### config.mk
export PLATFORM = sky130hd
export DESIGN_NAME = fwd_hazard_unit_flat
export DESIGN_NICKNAME = d
export VERILOG_FILES = /design/src/rtl/fwd_hazard_unit_if.sv /design/src/rtl/fwd_hazard_unit.sv /design/src/flat_wrapper.sv
export SDC_FILE = /design/constraint.sdc
export NUM_CORES = 1
export LEC_CHECK = 0
export CAP_MARGIN = 20
export CELL_PAD_IN_SITES_DETAIL_PLACEMENT = 0
export CELL_PAD_IN_SITES_GLOBAL_PLACEMENT = 1
export CORE_ASPECT_RATIO = 1.5
export CORE_MARGIN = 5
export CORE_UTILIZATION = 32
export DETAILED_ROUTE_END_ITERATION = 10
export PLACE_DENSITY = 0.88
export SETUP_SLACK_MARGIN = 0.02
export SLEW_MARGIN = 30
export SYNTH_ARGS = -nofsm -noshare
export SYNTH_HDL_FRONTEND = slang
export SYNTH_SLANG_ARGS = --single-unit
export TNS_END_PERCENT = 5
### constraint.sdc
create_clock -name CLK -period 15.2 [get_ports CLK]
set_input_delay 3.8 -clock CLK [delete_from_list [all_inputs] [get_ports CLK]]
set_output_delay 3.8 -clock CLK [all_outputs]
set_load 0.005 [all_outputs]
### src/rtl/fwd_hazard_unit_if.sv
// Operand, pipeline-stage and stall signals shared between the datapath and the
// forwarding/hazard unit.
interface fwd_hazard_unit_if #(
    parameter int unsigned NOPER   = 2,
    parameter int unsigned NFWD    = 2,
    parameter int unsigned RADDR_W = 5,
    parameter int unsigned DATA_W  = 32,
    parameter int unsigned CNT_W   = 16
) ();
    localparam int unsigned SRC_W = $clog2(NFWD + 2);

    logic [NOPER*RADDR_W-1:0] ex_rs;
    logic [NOPER*DATA_W-1:0]  ex_rf_data;
    logic [NFWD-1:0]          st_regwr;
    logic [NFWD*RADDR_W-1:0]  st_dest;
    logic [NFWD*DATA_W-1:0]   st_data;
    logic [NFWD-1:0]          st_load;
    logic [NFWD-1:0]          st_dvalid;
    logic                     ex_memread;
    logic [RADDR_W-1:0]       ex_wrdest;
    logic [NOPER*RADDR_W-1:0] id_rs;
    logic                     id_valid;
    logic                     pipe_en;
    logic [NOPER*DATA_W-1:0]  fwd_data;
    logic [NOPER*SRC_W-1:0]   fwd_src;
    logic                     stall_id;
    logic                     stall_ex;
    logic [CNT_W-1:0]         stall_cnt;

    modport master (
        output ex_rs, ex_rf_data, st_regwr, st_dest, st_data, st_load, st_dvalid,
               ex_memread, ex_wrdest, id_rs, id_valid, pipe_en,
        input  fwd_data, fwd_src, stall_id, stall_ex, stall_cnt
    );

    modport slave (
        input  ex_rs, ex_rf_data, st_regwr, st_dest, st_data, st_load, st_dvalid,
               ex_memread, ex_wrdest, id_rs, id_valid, pipe_en,
        output fwd_data, fwd_src, stall_id, stall_ex, stall_cnt
    );
endinterface

### src/rtl/fwd_hazard_unit.sv
// Resolves EX operands against downstream stages (youngest first), holds forwarded
// values across EX freezes, and raises pending-load and load-use stalls.
module fwd_hazard_unit #(
    parameter int unsigned NOPER   = 2,
    parameter int unsigned NFWD    = 2,
    parameter int unsigned RADDR_W = 5,
    parameter int unsigned DATA_W  = 32,
    parameter int unsigned CNT_W   = 16
) (
    input logic              CLK,
    input logic              RST,
    fwd_hazard_unit_if.slave bus
);
    localparam int unsigned      SRC_W    = $clog2(NFWD + 2);
    localparam logic [SRC_W-1:0] SRC_HOLD = SRC_W'(NFWD + 1);
    localparam logic [CNT_W-1:0] CNT_MAX  = '1;

    typedef enum logic [1:0] {StRun, StLu, StMwait} state_e;

    state_e            state_q;
    logic [DATA_W-1:0] hold_q [NOPER];
    logic [NOPER-1:0]  hold_v_q;
    logic [CNT_W-1:0]  stall_cnt_q;

    logic [NOPER-1:0]  hit, pend, pending;
    logic [DATA_W-1:0] hit_data [NOPER];
    logic [SRC_W-1:0]  hit_src [NOPER];
    logic [NOPER*DATA_W-1:0] fwd_data;
    logic [NOPER*SRC_W-1:0]  fwd_src;
    logic lu, stall_ex, stall_id;

    always_comb begin
        hit = '0;
        pend = '0;
        for (int i = 0; i < NOPER; i++) begin
            hit_data[i] = '0;
            hit_src[i]  = '0;
            // Walk oldest to youngest so the youngest match overwrites the rest.
            for (int k = NFWD - 1; k >= 0; k--) begin
                if (bus.st_regwr[k] && bus.st_dest[k*RADDR_W +: RADDR_W] != '0 &&
                    bus.st_dest[k*RADDR_W +: RADDR_W] == bus.ex_rs[i*RADDR_W +: RADDR_W]) begin
                    hit[i]      = 1'b1;
                    pend[i]     = bus.st_load[k] && !bus.st_dvalid[k];
                    hit_data[i] = bus.st_data[k*DATA_W +: DATA_W];
                    hit_src[i]  = SRC_W'(k + 1);
                end
            end
        end
    end

    always_comb begin
        fwd_data = '0;
        fwd_src  = '0;
        pending  = '0;
        for (int i = 0; i < NOPER; i++) begin
            pending[i] = !RST && !hold_v_q[i] && hit[i] && pend[i];
            if (RST) begin
                fwd_data[i*DATA_W +: DATA_W] = bus.ex_rf_data[i*DATA_W +: DATA_W];
            end else if (hold_v_q[i]) begin
                fwd_data[i*DATA_W +: DATA_W] = hold_q[i];
                fwd_src[i*SRC_W +: SRC_W]    = SRC_HOLD;
            end else if (hit[i] && !pend[i]) begin
                fwd_data[i*DATA_W +: DATA_W] = hit_data[i];
                fwd_src[i*SRC_W +: SRC_W]    = hit_src[i];
            end else begin
                fwd_data[i*DATA_W +: DATA_W] = bus.ex_rf_data[i*DATA_W +: DATA_W];
            end
        end
    end

    always_comb begin
        lu = 1'b0;
        for (int i = 0; i < NOPER; i++) begin
            if (bus.id_rs[i*RADDR_W +: RADDR_W] == bus.ex_wrdest) lu = 1'b1;
        end
        lu       = lu && bus.id_valid && bus.ex_memread && bus.ex_wrdest != '0;
        stall_ex = |pending;
        stall_id = !RST && (stall_ex || (lu && state_q == StRun));
    end

    always_ff @(posedge CLK or posedge RST) begin
        if (RST) begin
            state_q     <= StRun;
            hold_v_q    <= '0;
            stall_cnt_q <= '0;
            for (int i = 0; i < NOPER; i++) hold_q[i] <= '0;
        end else begin
            for (int i = 0; i < NOPER; i++) begin
                if (bus.pipe_en) begin
                    hold_v_q[i] <= 1'b0;
                end else if (!hold_v_q[i] && hit[i] && !pend[i]) begin
                    hold_q[i]   <= hit_data[i];
                    hold_v_q[i] <= 1'b1;
                end
            end
            case (state_q)
                StRun: begin
                    if (stall_ex)                  state_q <= StMwait;
                    else if (lu && bus.pipe_en)    state_q <= StLu;
                end
                StLu:    state_q <= StRun;
                StMwait: if (!stall_ex) state_q <= StRun;
                default: state_q <= StRun;
            endcase
            if ((stall_id || stall_ex) && stall_cnt_q != CNT_MAX) begin
                stall_cnt_q <= stall_cnt_q + CNT_W'(1);
            end
        end
    end

    assign bus.fwd_data  = fwd_data;
    assign bus.fwd_src   = fwd_src;
    assign bus.stall_ex  = stall_ex;
    assign bus.stall_id  = stall_id;
    assign bus.stall_cnt = stall_cnt_q;
endmodule

### src/flat_wrapper.sv
// flat-port wrapper written by rule: the top's interface ports become plain ports
module fwd_hazard_unit_flat 
#(
    parameter int unsigned NOPER   = 2,
    parameter int unsigned NFWD    = 2,
    parameter int unsigned RADDR_W = 5,
    parameter int unsigned DATA_W  = 32,
    parameter int unsigned CNT_W   = 16
)
  (CLK, RST, bus_ex_rs, bus_ex_rf_data, bus_st_regwr, bus_st_dest, bus_st_data, bus_st_load, bus_st_dvalid, bus_ex_memread, bus_ex_wrdest, bus_id_rs, bus_id_valid, bus_pipe_en, bus_fwd_data, bus_fwd_src, bus_stall_id, bus_stall_ex, bus_stall_cnt);
  fwd_hazard_unit_if #(.NOPER(NOPER), .NFWD(NFWD), .RADDR_W(RADDR_W), .DATA_W(DATA_W), .CNT_W(CNT_W)) bus_i ();
  input logic CLK;
  input logic RST;
  input wire logic [$bits(bus_i.ex_rs)-1:0] bus_ex_rs;
  input wire logic [$bits(bus_i.ex_rf_data)-1:0] bus_ex_rf_data;
  input wire logic [$bits(bus_i.st_regwr)-1:0] bus_st_regwr;
  input wire logic [$bits(bus_i.st_dest)-1:0] bus_st_dest;
  input wire logic [$bits(bus_i.st_data)-1:0] bus_st_data;
  input wire logic [$bits(bus_i.st_load)-1:0] bus_st_load;
  input wire logic [$bits(bus_i.st_dvalid)-1:0] bus_st_dvalid;
  input wire logic [$bits(bus_i.ex_memread)-1:0] bus_ex_memread;
  input wire logic [$bits(bus_i.ex_wrdest)-1:0] bus_ex_wrdest;
  input wire logic [$bits(bus_i.id_rs)-1:0] bus_id_rs;
  input wire logic [$bits(bus_i.id_valid)-1:0] bus_id_valid;
  input wire logic [$bits(bus_i.pipe_en)-1:0] bus_pipe_en;
  output wire logic [$bits(bus_i.fwd_data)-1:0] bus_fwd_data;
  output wire logic [$bits(bus_i.fwd_src)-1:0] bus_fwd_src;
  output wire logic [$bits(bus_i.stall_id)-1:0] bus_stall_id;
  output wire logic [$bits(bus_i.stall_ex)-1:0] bus_stall_ex;
  output wire logic [$bits(bus_i.stall_cnt)-1:0] bus_stall_cnt;
  assign bus_i.ex_rs = bus_ex_rs;
  assign bus_i.ex_rf_data = bus_ex_rf_data;
  assign bus_i.st_regwr = bus_st_regwr;
  assign bus_i.st_dest = bus_st_dest;
  assign bus_i.st_data = bus_st_data;
  assign bus_i.st_load = bus_st_load;
  assign bus_i.st_dvalid = bus_st_dvalid;
  assign bus_i.ex_memread = bus_ex_memread;
  assign bus_i.ex_wrdest = bus_ex_wrdest;
  assign bus_i.id_rs = bus_id_rs;
  assign bus_i.id_valid = bus_id_valid;
  assign bus_i.pipe_en = bus_pipe_en;
  assign bus_fwd_data = bus_i.fwd_data;
  assign bus_fwd_src = bus_i.fwd_src;
  assign bus_stall_id = bus_i.stall_id;
  assign bus_stall_ex = bus_i.stall_ex;
  assign bus_stall_cnt = bus_i.stall_cnt;
  fwd_hazard_unit #(.NOPER(NOPER), .NFWD(NFWD), .RADDR_W(RADDR_W), .DATA_W(DATA_W), .CNT_W(CNT_W)) u_core (.CLK(CLK), .RST(RST), .bus(bus_i));
endmodule
==> out/qor.yml, run 1 <==
run_status:
  status: "completed"
floorplan:
  fp.dieArea_um2: 20600
  boundaryPins: 260
  core_area_um2: 17400
  die_height_um: 173
  rows: 59
  fp.dieW_um: 119
  start_util: 0.327
logic_synthesis:
  synth_area_um2: 5700
  yosysWarningCount: 0
  async_flop_share: 1.00
  synthDominantCellAreaShare: 0.369
  synth.area.top_cells: "dfrtp_1, a22oi_1, a221oi_2"
  ys.flop_type: "dfrtp_1"
  synth_cell_types: 51
  synth_nets: 846
  synth_seq_cells: 84
  synth.largest_area_cell: "dfrtp_1"
  synth_edf_count: 0
  ys_seq_area_frac: 0.369
  syn_avg_cell_area_um2: 8.49
  synthCells: 671
job:
  drv_cap: 0
critical_path:
  cp.required_ns: 11.40
  endpoint_kind: "primary output"
  crit_fanout: 35
  cp-start-kind: "input pin"
  cp.arrival_ns: 7.25
  critPathKind: "in2out"
power:
  intPower_uw: 538
  power.share.clock: 0.358
  p_sw_uw: 197
  ir_worst_vdd_v: 0.0000483
  powerDensity_nw_per_um2: 83.7
  p_comb_frac: 0.247
  seqPwrFrac: 0.395
  sw_frac_of_total: 0.268
  p_leak_uw: 0.00365
clocking:
  ctsResizeCount: 0
  hold_buffers: 0
  cts_htree_levels: 3
  clock-sinks: 84
  clockRootBuffer: "clkbuf_16"
  numCtsBuffers: 9
  cts_buffer_depth: 2
  cts_setup_buffers: 0
  cts_tree: "built"
  clk_pin_slew_ns: 0.07
  insertion_delay_ns: 0.33
final_layout:
  final_cells: 1121
  syn_to_final_growth_pct: 54.0
  final_util: 0.504
  nFillCells: 1734
  final_nets: 1078
  drive_gt1_frac: 0.0837
  antenna_cells: 0
sta:
  fin_skew_ns: 0.0105
  post-route-period-util: 0.727
  rsz0062_at_grt: "no"
  fin_crit_ns: 11.05
  setup_viol: 0
  tns_ns: 0
  tightestPinTransition_ns: 0.736
  fmax_mhz: 90.5
  finalHoldViolCount: 0
  finalMaxSlewViolations: 0
  slew_headroom: 0.509
  final.setup.worst_slack_ns: 4.15
drt:
  drtIter0Drc: 406
  wirelength_met1_mm: 7.79
  wl_met2_mm: 12.0
  ant_nets: 0
  top_layer_used: "met4"
  dr_total_vias: 5937
  vias_per_cell: 5.30
  dr.pass1.iters: 5
  drc_errors: 0
  wl_met3_mm: 1.92
  routedWlPerCell_um: 19.8
  wl_mm: 22.2
global_routing:
  grt_max_degree: 65
  antenna_found_initial: 0
  grt_usage: 0.211
  grt.overflow.total: 0
  grt_pass1_vias: 5985
  grt_pass1_wl_mm: 34.2
placement:
  place_inst: 1105
  post-place-ws_ns: 4.10
  dp_hpwl_mm: 17.3
  portBuffers: 259
  gp_congestion: 0.825
hold_path:
  hold_class: "reg2reg"
[layer usage]
| metal | GRT usage | vias to the layer above |
|---|---|---|
| met3 | 0.0669 | 17 |
| li1 | - | 2864 |
| met4 | 0.0604 | 0 |
| met5 | 0 | - |
| met2 | 0.407 | 244 |
| met1 | 0.215 | 2812 |
[cells in the final DEF, fill, tap and decap left out, types with 6 or more instances in the layout]
| cell | count |
|---|---|
| a21oi_1 | 35 |
| a22oi_1 | 64 |
| a221oi_2 | 28 |
| xnor2_1 | 28 |
| clkbuf_16 | 9 |
| nor2_1 | 109 |
| nor4_1 | 6 |
| dfrtp_1 | 84 |
| a221oi_1 | 36 |
| nand2_1 | 49 |
| o21ai_0 | 32 |
| buf_4 | 11 |
| clkdlybuf4s50_1 | 259 |
| nor3_1 | 8 |
| xor2_1 | 16 |
| inv_1 | 70 |
| nand3_1 | 12 |
[metrics by stage]
step / power, µW / area [µm²] / hold slack [ns]
6_report: 735 / 8780 / 0.435
3_5_place_dp: 477 / 8420 / 0.424
2_1_floorplan: 372 / 5700 / 0.404
5_1_grt: 775 / 8780 / 0.447
4_1_cts: 745 / 8780 / 0.438
3_3_place_gp: 472 / 8420 / 0.424
[worst paths after layout]
| check | startpoint | endpoint | slack (ns) | depth (start not counted) |
|---|---|---|---|---|
| max | bus_st_dest[0] | bus_fwd_data[16] | 4.15 | 11 |
| min | u_core.state_q[0] | u_core.state_q[1] | 0.43 | 1 |
| max reg2reg | u_core.bus.stall_cnt[0] | u_core.bus.stall_cnt[9] | 12.70 | 8 |
| min reg2reg | u_core.state_q[0] | u_core.state_q[1] | 0.43 | 1 |
| max in group asynchronous | RST | u_core.hold_q[47] | 9.79 | 3 |
| min in group asynchronous | RST | u_core.hold_q[26] | 4.25 | 2 |
[final cells by class]
cell class              count  area, µm²  area share
clock buffers               9        225      0.0257
multi-input cells         467       3110       0.355
clock inverters             7        128      0.0145
repair buffers            270       2680       0.305
flip-flops and latches     84       2100       0.239
well taps                 213        267      0.0304
inverters                  71        268      0.0305
[cells by family after synthesis]
| family | share of synthesized area |
|---|---|
| mux | 0.0103 |
| flops | 0.369 |
| simple gates | 0.166 |
| xor+xnor | 0.0676 |
| compound gates | 0.294 |
| fa+ha+maj | 0.00220 |
| buf+inv | 0.0913 |
[worst max-delay path, cell delays in order]
cell and delay [ns]:
clkdlybuf4s50_1 0.47, or4_4 0.57, o21ai_2 0.17, and3b_1 0.19, buf_4 0.27, nor3b_4 0.40
nor2_2 0.09, nor3_4 0.11, buf_4 0.48, a221oi_1 0.18, clkdlybuf4s50_1 0.48
[registers in the layout, indices dropped and copies added (netlist names)]
register	count
u_core.bus.stall_cnt	16
u_core.hold_q	64
u_core.hold_v_q	2
u_core.state_q	2
[Yosys cell counts (2+ instances only)]
master    number
a221oi_1      36
nand3_1       12
buf_6          7
xor2_1        16
buf_2         11
inv_1         71
dfrtp_1       84
nor4_1         6
nand4_1        3
xnor2_1       28
o21ai_0       32
a221oi_2      28
a22oi_1       64
nor2_2         2
clkbuf_1      30
and2_1         2
nor2_1       109
a21oi_1       35
nor3_1        10
nand2_1       50
o22ai_1        2
and3b_1        2
o21ai_2        2
or4_1          2
[power by group through the flow]
stage / Clock, µW / Sequential, µW / Combinational, µW
3_3_place_gp: 0 / 292 / 180
4_1_cts: 271 / 290 / 184
6_report: 263 / 290 / 181
2_1_floorplan: 0 / 289 / 83.2
3_5_place_dp: 0 / 294 / 183
5_1_grt: 280 / 295 / 200
No activity file was read; power rests on OpenSTA's default activity.
==> run 2: changes to the inputs <==
- CORE_UTILIZATION: 32 -> 30
- PLACE_DENSITY: 0.88 -> 0.83
- clock period: 15.2 -> 10.2 ns (I/O delays scaled with it)
==> run 2 against run 1 <==
Compared with the run above:
- non-clock buffer count did not move
- die area is 6.2% higher
- final cell count increased by 3.6%
- sequential power rose by 49%
- cell area rose by 0.29%
- flip-flop and latch count unchanged
- worst hold slack better by 0.0026 ns
- count of clock-buffer cells in the layout is 1 higher
- routed wire length increased by 3.6%
- clock power grew 39%
==> out/qor.yml, run 2 (synthesized netlist as in run 1, its figures left out) <==
run_status:
  status: "completed"
sta:
  finalMaxSlewViolations: 0  # unchanged
  finalHoldViolCount: 0  # unchanged
  fin_crit_ns: 8.47
  slew_headroom: 0.527  # +0.0176
  tightestPinTransition_ns: 0.707  # -0.0289 ns
  setup_viol: 0  # unchanged
  fmax_mhz: 118
  post-route-period-util: 0.830
  tns_ns: 0  # unchanged
  rsz0062_at_grt: "no"
  fin_skew_ns: 0.00831  # -0.00215 ns
power:
  powerDensity_nw_per_um2: 122  # +45%
  p_leak_uw: 0.00362  # -0.56%
  ir_worst_vdd_v: 0.0000664  # +37%
floorplan:
  fp.dieArea_um2: 21900  # +6.2%
  boundaryPins: 260  # unchanged
  fp.dieW_um: 123  # +3.0%
  core_area_um2: 18600  # +6.9%
  start_util: 0.306  # -0.0211
  die_height_um: 179  # +3.1%
  rows: 61  # +3.4%
final_layout:
  final_util: 0.473  # -0.0312
  drive_gt1_frac: 0.0837  # unchanged
  top_register: "u_core.hold_q"
  largest_reg_flops: 64  # unchanged
  final_nets: 1078  # unchanged
  most-common-layout-cells: "clkdlybuf4s50_1, nor2_1, dfrtp_1, inv_1, a22oi_1"
  layout_commonest_cell: "clkdlybuf4s50_1"
  fin_area_um2: 8800  # +0.29%
  nFillCells: 1885  # +8.7%
  syn_to_final_growth_pct: 54.4
critical_path:
  cp-start-kind: "input pin"
  rr_worst_depth: 8  # unchanged
  cp.required_ns: 7.65  # -3.75 ns
  endpoint_kind: "primary output"
  critPathKind: "in2out"
  cp.arrival_ns: 5.92  # -1.33 ns
  crit_fanout: 32  # -8.6%
placement:
  portBuffers: 259  # unchanged
  dpl_cell_area_um2: 8470  # +0.59%
  dp_hpwl_mm: 17.9  # +3.6%
  gp_congestion: 0.843  # +2.2%
drt:
  dr.pass1.iters: 4  # -1
  routedWlPerCell_um: 19.8  # about the same
  wl_mm: 23.0  # +3.6%
  ant_nets: 0  # unchanged
  dr_total_vias: 5863  # -1.2%
  drc_errors: 0  # unchanged
  vias_per_cell: 5.05  # -4.6%
  drtIter0Drc: 422  # +3.9%
clocking:
  hold_buffers: 0  # unchanged
  cts_tree: "built"
  clockRootBuffer: "clkbuf_16"
  clock-sinks: 84  # unchanged
  clk_pin_slew_ns: 0.07  # about the same
  numCtsBuffers: 9  # unchanged
  cts_buffer_depth: 2  # unchanged
  cts_htree_levels: 3  # unchanged
  ctsResizeCount: 0  # unchanged
  cts_setup_buffers: 0  # unchanged
  insertion_delay_ns: 0.34  # about the same
global_routing:
  grt_pass1_vias: 6067  # +1.4%
  grt.overflow.total: 0  # unchanged
  grt_max_degree: 65  # unchanged
  antenna_found_initial: 0  # unchanged
  grt_pass1_wl_mm: 34.2  # +0.12%
  grt_usage: 0.206  # -0.00498
hold_path:
  hold_depth: 1  # unchanged
  hold_class: "reg2reg"
job:
  drv_cap: 0  # unchanged
run 2: cell count changes in the layout (fill, tap and decap cells not counted), sizes merged:
cell      delta
clkbuf       +1
clkinvlp     +2
bufinv       -1
diode        +1
inv          -2
run 2: area by class of cell:
| class | count | area (µm²) | area share |
|---|---|---|---|
| multi-input cells | 467 | 3120 | 0.354 |
| well taps | 252 | 315 | 0.0358 |
| diodes | 1 | 2.50 | 0.000284 |
| clock buffers | 10 | 229 | 0.0260 |
| repair buffers | 270 | 2680 | 0.304 |
| clock inverters | 6 | 95.1 | 0.0108 |
| flip-flops and latches | 84 | 2100 | 0.239 |
| inverters | 71 | 268 | 0.0304 |
run 2: metrics by stage:
stage                     hold WS (ns)  std cells  total power [µW]  worst slack (ns)
after floorplan                  0.404        671               554              2.07
after global placement           0.427       1144               706              1.76
after detailed placement         0.421       1144               713              1.70
after CTS                        0.436       1160              1080              1.70
after global routing             0.451       1160              1130              1.49
final                            0.437       1161              1070              1.73
run 2: power by group:
group	internal, µW	switching [µW]
combinational	162	109
sequential	396	36.5
clock	218	149
total	776	294
run 2: metal layers:
metal / GRT usage / up-vias / wire length (µm)
li1: - / 2854 / -
met1: 0.209 / 2756 / 8050
met2: 0.388 / 223 / 12300
met3: 0.0628 / 30 / 1960
met4: 0.0822 / 0 / 724
met5: 0 / - / 0
run 2: final timing paths:
kind | startpoint | endpoint | slack (ns)
setup / recovery | bus_st_dest[0] | bus_fwd_data[16] | 1.73
hold / removal | u_core.state_q[0] | u_core.state_q[1] | 0.44
setup reg to reg | u_core.bus.stall_cnt[0] | u_core.bus.stall_cnt[9] | 7.72
hold reg to reg | u_core.state_q[0] | u_core.state_q[1] | 0.44
max in group asynchronous | RST | u_core.hold_q[44] | 6.67
min in group asynchronous | RST | u_core.hold_q[51] | 3.09
run 2: critical path, cell delays in order:
cell,delay [ns]
clkdlybuf4s50_1,0.47
or4_4,0.56
o21ai_2,0.17
and3b_1,0.34
nor3b_4,0.40
nor2_2,0.10
nor3_4,0.11
buf_4,0.48
a221oi_1,0.19
clkdlybuf4s50_1,0.50
==> run 3: changes to the inputs <==
- clock period: 10.2 -> 7.9 ns (I/O delays scaled with it)
==> run 3 against run 2 <==
Compared with the run above:
- sequential share of layout area about the same
- non-clock buffer count increased by 3
- setup slack got worse by 1.1 ns
- worst hold slack about the same
- via count increased by 0.70%
- count of clock-buffer cells in the layout decreased by 1
- cell area about the same
- routed wire length about the same
- flip-flop and latch count unchanged
==> out/qor.yml, run 3 (synthesized netlist as in run 1, its figures left out) <==
run_status:
  status: "completed"
power:
  powerDensity_nw_per_um2: 154  # +27%
  p_leak_uw: 0.00363  # +0.27%
  ir_worst_vdd_v: 0.0000947  # +43%
clocking:
  clockRootBuffer: "clkbuf_16"
  clock-sinks: 84  # unchanged
  hold_buffers: 0  # unchanged
  insertion_delay_ns: 0.34  # about the same
  cts_tree: "built"
  cts_htree_levels: 3  # unchanged
  cts_setup_buffers: 0  # unchanged
  cts_buffer_depth: 2  # unchanged
  ctsResizeCount: 0  # unchanged
  clk_pin_slew_ns: 0.07  # about the same
  numCtsBuffers: 9  # unchanged
floorplan:
  start_util: 0.306  # unchanged
  fp.dieArea_um2: 21900  # unchanged
  rows: 61  # unchanged
  fp.dieW_um: 123  # unchanged
  core_area_um2: 18600  # unchanged
  boundaryPins: 260  # unchanged
  die_height_um: 179  # unchanged
final_layout:
  drive_gt1_frac: 0.0856  # +0.00192
  most-common-layout-cells: "clkdlybuf4s50_1, nor2_1, dfrtp_1, inv_1, a22oi_1"
  final_nets: 1081  # +0.28%
  antenna_cells: 0  # -1
  layout_commonest_cell: "clkdlybuf4s50_1"
  largest_reg_flops: 64  # unchanged
  nFillCells: 1870  # -0.80%
  syn_to_final_growth_pct: 54.4  # about the same
  top_register: "u_core.hold_q"
  fin_area_um2: 8800  # about the same
drt:
  routedWlPerCell_um: 19.8  # -0.22%
  vias_per_cell: 5.08  # +0.53%
  dr_total_vias: 5904  # +0.70%
  drc_errors: 0  # unchanged
  drtIter0Drc: 393  # -6.9%
  dr.pass1.iters: 5  # +1
  wl_mm: 23.0  # about the same
  ant_nets: 0  # unchanged
critical_path:
  endpoint_kind: "primary output"
  crit_path_top_delay_cell: "or4_4"
  crit_fanout: 32  # unchanged
  cp.required_ns: 5.93  # -1.72 ns
  path_delay_family: "buffers and inverters"
  regToRegSetupSlack_ns: 5.41  # -2.31 ns
  max_stage_delay_ns: 0.57  # about the same
  critPathKind: "in2out"
  path_cells: "clkdlybuf4s50_1, or4_4, o21ai_2, and3b_1, nor3b_4, nor2_2, nor3_4, buf_4, a221oi_1, clkdlybuf4s50_1"
  rr_worst_depth: 8  # unchanged
  crit_buf_inv: 3  # unchanged
  reg2reg_to: "u_core.bus.stall_cnt[9]"
  crit_top_cell: "clkdlybuf4s50_1"
  cp-start-kind: "input pin"
  r2r-start: "u_core.bus.stall_cnt[0]"
  cp.arrival_ns: 5.30  # -0.62 ns
sta:
  tightestPinTransition_ns: 0.635  # -0.0723 ns
  finalMaxSlewViolations: 0  # unchanged
  fin_crit_ns: 7.27
  fmax_mhz: 137
  post-route-period-util: 0.921
  tns_ns: 0  # unchanged
  finalHoldViolCount: 0  # unchanged
  fin_skew_ns: 0.00797  # -0.000335 ns
  setup_viol: 0  # unchanged
  slew_headroom: 0.577  # +0.0499
  rsz0062_at_grt: "no"
placement:
  gp_congestion: 0.839  # -0.47%
  dpl_cell_area_um2: 8490  # +0.21%
  dp_hpwl_mm: 18.2  # +1.6%
  portBuffers: 259  # unchanged
hold_path:
  hold_depth: 1  # unchanged
  hold-path-endpoint: "u_core.state_q[1]"
  hold_class: "reg2reg"
  min-delay-start: "u_core.state_q[0]"
global_routing:
  grt_usage: 0.207  # +0.000749
  grt_pass1_wl_mm: 34.6  # +1.2%
  antenna_found_initial: 0  # unchanged
  grt.overflow.total: 0  # unchanged
  grt_max_degree: 65  # unchanged
  grt_pass1_vias: 5982  # -1.4%
job:
  drv_cap: 0  # unchanged
run 3: changes by cell type in the layout (fill, tap and decap cells not counted), sizes merged:
cell | previous run | this run
clkinvlp | 2 | 1
clkinv | 1 | 3
buf | 11 | 14
bufinv | 2 | 1
clkbuf | 10 | 9
inv | 72 | 73
diode | 1 | 0
run 3: metal layers:
metal / share of wire / GRT usage / up-vias
li1: - / - / 2865
met3: 0.083 / 0.0587 / 21
met2: 0.54 / 0.395 / 212
met1: 0.35 / 0.218 / 2806
met5: 0 / 0 / -
met4: 0.021 / 0.0579 / 0
run 3: worst max-delay path by stage:
stage	from	end	slack, ns	depth (start not counted)
2_1_floorplan	RST	bus_fwd_data[16]	0.92	5
3_3_place_gp	bus_st_dest[0]	bus_fwd_data[16]	0.61	10
3_5_place_dp	bus_st_dest[0]	bus_fwd_data[16]	0.59	10
4_1_cts	bus_st_dest[0]	bus_fwd_data[16]	0.60	10
5_1_grt	bus_st_dest[0]	bus_fwd_data[16]	0.45	10
6_report	bus_st_dest[0]	bus_fwd_data[16]	0.63	10
run 3: cell type report:
cell class                 count  area, µm²  area share
clock buffer                   9        225      0.0256
clock inverter                 7       82.6     0.00938
inverter                      71        268      0.0304
multi-input combinational    467       3110       0.353
sequential                    84       2100       0.239
tap                          252        315      0.0358
timing repair buffer         273       2700       0.307
run 3: report_power, final:
| group | switching, µW | internal, µW | total (µW) | leakage [µW] |
|---|---|---|---|---|
| sequential | 47.6 | 512 | 559 | 0.00111 |
| clock | 195 | 251 | 446 | 0.000150 |
| combinational | 142 | 209 | 351 | 0.00237 |
run 3: stage by stage:
step | hold slack, ns | utilization | worst slack [ns] | power (µW) | cells
after floorplan | 0.404 | - | 0.923 | 715 | 671
after global placement | 0.430 | 0.456 | 0.610 | 911 | 1147
after detailed placement | 0.431 | 0.456 | 0.594 | 921 | 1147
after CTS | 0.443 | 0.473 | 0.596 | 1380 | 1163
after global routing | 0.457 | 0.473 | 0.445 | 1430 | 1163
final | 0.437 | 0.473 | 0.625 | 1360 | 1163
run 3: worst register-to-register path, cell delays in order (launching register included):
cell and delay (ns):
dfrtp_1 0.43, ha_1 0.24, nand3_1 0.29, nor2_1 0.09, a41oi_1 0.41, nand2_1 0.12
o221a_4 0.35, nor4_1 0.31, xor2_1 0.17
